**config.mk**
```make
export PLATFORM = sky130hd
export DESIGN_NAME = gcd_core
export DESIGN_NICKNAME = d
export VERILOG_FILES = /design/src/rtl/gcd_pkg.sv /design/src/rtl/gcd_datapath.sv /design/src/rtl/gcd_core.sv
export SDC_FILE = /design/constraint.sdc
export NUM_CORES = 1
export LEC_CHECK = 0
export CAP_MARGIN = 10
export CELL_PAD_IN_SITES_DETAIL_PLACEMENT = 1
export CELL_PAD_IN_SITES_GLOBAL_PLACEMENT = 2
export CORE_MARGIN = 2
export CORE_UTILIZATION = 31
export DETAILED_ROUTE_END_ITERATION = 12
export PLACE_DENSITY = 0.76
export SLEW_MARGIN = 5
export SYNTH_ARGS = -nofsm -noshare
export SYNTH_HDL_FRONTEND = slang
export SYNTH_SLANG_ARGS = --single-unit
```
**constraint.sdc**
```tcl
create_clock -name clk -period 2.6 [get_ports clk]
set_input_delay 0.52 -clock clk [delete_from_list [all_inputs] [get_ports clk]]
set_output_delay 0.52 -clock clk [all_outputs]
set_load 0.01 [all_outputs]
```
**src/rtl/gcd_pkg.sv**
```systemverilog
// ============================================================================
// Module      : gcd_pkg
// Description : Shared state encoding and default operand width for gcd_core.
// Revision    : 1.0 - initial release
// ============================================================================
`default_nettype none

package gcd_pkg;
  localparam int GCD_WIDTH = 16;

  typedef enum logic [1:0] {
    IDLE   = 2'd0,
    LOAD_B = 2'd1,
    RUN    = 2'd2,
    DONE   = 2'd3
  } state_e;
endpackage

`default_nettype wire

```
**src/rtl/gcd_datapath.sv**
```systemverilog
// ============================================================================
// Module      : gcd_datapath
// Description : A/B operand registers, subtractors and comparator for gcd_core.
// Revision    : 1.0 - initial release
// ============================================================================
`default_nettype none

module gcd_datapath
  import gcd_pkg::*;
#(
  parameter int WIDTH = GCD_WIDTH
) (
  input  logic             clk,
  input  logic             rst,
  input  logic             load_a,
  input  logic             load_b,
  input  logic             sel_merge,
  input  logic             sub_a,
  input  logic             sub_b,
  input  logic [WIDTH-1:0] data_in,
  output logic [WIDTH-1:0] a_out,
  output logic             eq,
  output logic             lt,
  output logic             gt,
  output logic             zero
);

  logic [WIDTH-1:0] a_q, a_d;
  logic [WIDTH-1:0] b_q, b_d;

  always_comb begin
    a_d = a_q;
    if (load_a) begin
      a_d = data_in;
    end else if (sel_merge) begin
      // With one operand zero, OR yields the other operand (0 if both zero).
      a_d = a_q | b_q;
    end else if (sub_a) begin
      a_d = a_q - b_q;
    end
  end

  always_comb begin
    b_d = b_q;
    if (load_b) begin
      b_d = data_in;
    end else if (sub_b) begin
      b_d = b_q - a_q;
    end
  end

  always_ff @(posedge clk) begin
    if (rst) begin
      a_q <= '0;
      b_q <= '0;
    end else begin
      a_q <= a_d;
      b_q <= b_d;
    end
  end

  assign eq    = (a_q == b_q);
  assign lt    = (a_q <  b_q);
  assign gt    = (a_q >  b_q);
  assign zero  = (a_q == '0) || (b_q == '0);
  assign a_out = a_q;

endmodule

`default_nettype wire

```
**src/rtl/gcd_core.sv**
```systemverilog
// ============================================================================
// Module      : gcd_core
// Description : Subtract-based GCD engine; FSM sequencing gcd_datapath.
//               Optional macro GCD_ITER_COUNT_EN adds the iter_count output.
// Revision    : 1.0 - initial release
// ============================================================================
`default_nettype none

module gcd_core
  import gcd_pkg::*;
#(
  parameter int WIDTH = GCD_WIDTH
) (
  input  logic             clk,
  input  logic             rst,
  input  logic             start,
  input  logic [WIDTH-1:0] data_in,
`ifdef GCD_ITER_COUNT_EN
  output logic [15:0]      iter_count,
`endif
  output logic             done,
  output logic [WIDTH-1:0] result
);

  state_e state_q, state_d;
  logic   done_q, done_d;
  logic   load_a, load_b, sel_merge, sub_a, sub_b;
  logic   eq, lt, gt, zero;

  gcd_datapath #(.WIDTH(WIDTH)) u_datapath (
    .clk       (clk),
    .rst       (rst),
    .load_a    (load_a),
    .load_b    (load_b),
    .sel_merge (sel_merge),
    .sub_a     (sub_a),
    .sub_b     (sub_b),
    .data_in   (data_in),
    .a_out     (result),
    .eq        (eq),
    .lt        (lt),
    .gt        (gt),
    .zero      (zero)
  );

  always_ff @(posedge clk) begin
    if (rst) begin
      state_q <= IDLE;
      done_q  <= 1'b0;
    end else begin
      state_q <= state_d;
      done_q  <= done_d;
    end
  end

  always_comb begin
    state_d = state_q;
    case (state_q)
      IDLE:    if (start) state_d = LOAD_B;
      LOAD_B:  state_d = RUN;
      RUN:     if (zero || eq) state_d = DONE;
      DONE:    if (start) state_d = LOAD_B;
      default: state_d = IDLE;
    endcase
  end

  always_comb begin
    load_a    = 1'b0;
    load_b    = 1'b0;
    sel_merge = 1'b0;
    sub_a     = 1'b0;
    sub_b     = 1'b0;
    case (state_q)
      IDLE, DONE: load_a = start;
      LOAD_B:     load_b = 1'b1;
      RUN: begin
        sel_merge = zero;
        sub_a     = !zero && gt;
        sub_b     = !zero && lt;
      end
      default: ;
    endcase
  end

  // done is a flop that tracks the state about to be entered.
  assign done_d = (state_d == DONE);
  assign done   = done_q;

`ifdef GCD_ITER_COUNT_EN
  logic [15:0] iter_count_q, iter_count_d;

  always_comb begin
    iter_count_d = iter_count_q;
    if (load_a) begin
      iter_count_d = '0;
    end else if ((sub_a || sub_b) && (iter_count_q != 16'hFFFF)) begin
      iter_count_d = iter_count_q + 16'd1;
    end
  end

  always_ff @(posedge clk) begin
    if (rst) begin
      iter_count_q <= '0;
    end else begin
      iter_count_q <= iter_count_d;
    end
  end

  assign iter_count = iter_count_q;
`endif

endmodule

`default_nettype wire

```
==> flow_summary.json <==
{
  "status": "completed",
  "synthesis.area_um2": 3840,
  "grt_max_degree": 20,
  "syn_inst": 509,
  "clk_latency_ns": 0.30,
  "drtAntennaViolNets": 0,
  "final_util_pct": 46.3,
  "finClkSkew_ns": 0.00670,
  "dpl_cell_area_um2": 5010,
  "nFillCells": 1459,
  "row_count": 40,
  "cts-buffers-inserted": 5,
  "die_w_um": 115,
  "synth_seq_cells": 35,
  "cts.sinks": 35,
  "routabilityCongestion": 0.948,
  "antenna_found_initial": 0,
  "drt_first_pass_iters": 4,
  "avgSynthCellArea_um2": 7.55,
  "synth-seq-area-share_pct": 18.2,
  "routed_wl_mm": 17.1,
  "drv_cap": 0,
  "ys_types": 71,
  "arrival_ns": 2.76,
  "dieHeight_um": 115,
  "worst_pin_slew_ns": 0.620,
  "clockBufferDepth": 2,
  "path_class": "flip-flop to flip-flop",
  "critPathCaptureType": "flip-flop",
  "area_growth_syn_to_layout_pct": 45.2,
  "cts_tree": "done",
  "worstSetupStartpointType": "flip-flop",
  "clk_pin_slew_ns": 0.06,
  "rrSetupSlack_ns": 0.04,
  "crit_fanout": 7,
  "synthesis.nets": 579,
  "required_ns": 2.80,
  "hold_viol": 0,
  "vias": 4321,
  "num_io_pins": 36,
  "dominantRegCellSynth": "dfxtp_1",
  "dieArea_um2": 13300,
  "grt_pass1_wl_mm": 26.1,
  "cts_max_level": 2,
  "grt_pass1_vias": 4640,
  "drc": 0,
  "io_buffers": 35,
  "hold_depth": 2,
  "floorplan.core_area_um2": 12100,
  "viasPerCell": 5.37,
  "fin_crit_sh_pct": 98.5,
  "r2r.worst_path.cells": 11,
  "slew_violations": 0,
  "setup_viol": 0,
  "ys_warn_count": 0,
  "drtIter0Drc": 159,
  "synthArstFlopShare_pct": 0,
  "max_clock_freq_ghz": 0.390,
  "clock-root-buffer": "clkbuf_16",
  "rsz0062_at_grt": "true",
  "design_area_um2": 5580,
  "grtUsageTotal_pct": 26.0,
  "hp-start": "u_datapath.b_q[0]$_SDFFE_PP0P_",
  "reg2reg_to": "u_datapath.a_out[9]$_SDFFE_PP0P_",
  "routedWlPerCell_um": 21.3,
  "antenna_cells": 0,
  "final_layout_size_suffix_gt1_share_pct": 30.8,
  "initial_core_util_pct": 31.9,
  "grt_overflow": 0,
  "reg2reg_from": "u_datapath.a_out[0]$_SDFFE_PP0P_",
  "dp_hpwl_mm": 13.3,
  "finalNetCount": 706,
  "fin_crit_ns": 2.56,
  "synth_edf_count": 0,
  "hold_path_end": "u_datapath.b_q[0]$_SDFFE_PP0P_",
  "min_path_type": "flip-flop to flip-flop",
  "max_slew_margin_pct": 58.6
}
==> cell usage after synthesis (all sizes together), types with 3 or more instances <==
cell / n / area share, %
and2: 5 / 0.81
dfxtp: 35 / 18
nor2: 38 / 4.0
a311oi: 6 / 1.4
nor3: 27 / 3.6
o21bai: 6 / 1.5
nand3: 16 / 2.2
o22ai: 4 / 0.65
a211o: 10 / 2.3
xor2: 5 / 1.1
o21ai: 27 / 3.6
nor2b: 9 / 1.5
nand4: 6 / 0.98
nand2: 43 / 4.4
o31ai: 3 / 0.72
a21oi: 37 / 5.3
buf: 12 / 2.4
a31oi: 12 / 2.0
a21o: 3 / 0.59
o211ai: 7 / 1.4
clkbuf: 13 / 1.3
a211oi: 8 / 1.7
or3: 4 / 0.78
a221oi: 3 / 0.68
inv: 52 / 5.1
xnor2: 19 / 4.3
nor4: 13 / 2.1
nand2b: 5 / 0.81
ha: 49 / 16
==> layer usage <==
layer  GRT usage, %  share of wire, %
met4           11.9               4.9
met2           43.1                46
met3           4.22               4.7
met1           33.1                44
met5              0                 0
==> through the flow <==
stage | setup WS [ns] | setup TNS (ns) | hold WS, ns | cells
2_1_floorplan | 0.0432 | 0 | 0.482 | 509
3_3_place_gp | -0.101 | -0.256 | 0.522 | 785
3_5_place_dp | -0.0838 | -0.320 | 0.546 | 785
4_1_cts | -0.00992 | -0.0229 | 0.570 | 797
5_1_grt | -0.154 | -0.310 | 0.611 | 805
6_report | 0.0378 | 0 | 0.591 | 805
==> cell type report <==
| class | instances | area, um2 | area share (%) |
|---|---|---|---|
| multi-input combinational | 397 | 3120 | 55.9 |
| timing repair buffer | 144 | 1200 | 21.5 |
| sequential | 35 | 709 | 12.7 |
| tap | 168 | 210 | 3.77 |
| inverter | 53 | 199 | 3.57 |
| clock buffer | 6 | 129 | 2.31 |
| clock inverter | 2 | 12.5 | 0.224 |
==> repair_timing <==
action | CTS | global route
endpoints found under the setup margin | 18 | 32
pin swaps | 2 | 20
hold buffers | 0 | 0
cloned | 0 | 1
resized for setup | 8 | 63
buffers inserted | 4 | 7
==> state kept, by name, summed over array words and instances (netlist names) <==
signal,count
u_datapath.a_out,16
done,1
state_q,2
u_datapath.b_q,16
==> cells in the final DEF, fill, tap and decap left out, types with 20 or more instances in the layout <==
cell type        netlist  final
nand2_1               42     41
ha_1                  49     38
nor3_1                26     20
buf_4                  4    103
a21oi_1               34     30
nor2_1                36     35
o21ai_0               26     25
inv_1                 51     49
dfxtp_1               35     28
clkdlybuf4s50_1        0     35
==> critical path, stage by stage, from the launching register on <==
cell      delay, ns
dfxtp_2        0.34
inv_1          0.06
ha_2           0.20
fa_2           0.40
nor3_4         0.24
o31ai_4        0.12
a21oi_4        0.23
o21bai_4       0.16
buf_4          0.18
o21ai_0        0.15
o21ai_1        0.12
a211oi_2       0.28
==> how the worst max path moves through the flow <==
stage                                                  from                                end  slack (ns)  cells after the start
after global routing       u_datapath.a_out[0]$_SDFFE_PP0P_   u_datapath.a_out[9]$_SDFFE_PP0P_       -0.15                     11
after CTS                 u_datapath.a_out[10]$_SDFFE_PP0P_     u_datapath.b_q[7]$_SDFFE_PP0P_       -0.01                      9
after detailed placement   u_datapath.a_out[0]$_SDFFE_PP0P_   u_datapath.a_out[5]$_SDFFE_PP0P_       -0.08                     10
after floorplan           u_datapath.a_out[13]$_SDFFE_PP0P_  u_datapath.a_out[11]$_SDFFE_PP0P_        0.04                     11
final                      u_datapath.a_out[0]$_SDFFE_PP0P_   u_datapath.a_out[9]$_SDFFE_PP0P_        0.04                     11
after global placement    u_datapath.a_out[15]$_SDFFE_PP0P_   u_datapath.a_out[5]$_SDFFE_PP0P_       -0.10                      9
==> logic make-up (layout without fill, tap and decap cells) <==
group	Yosys count	in the layout	synth area share (%)
AOI/OAI and AO/OA	146	146	27.2
DFF	35	35	18.2
and+or+nand+nor	172	173	22.4
buffers and inverters	78	205	8.92
adders and majority gates	51	51	17.0
xor gates and xnor gates	24	24	5.47
muxes	3	3	0.847
Power is left out: the tool's default activity adds up to more than one toggle a clock period on the data nets, which glitch-free logic cannot reach.
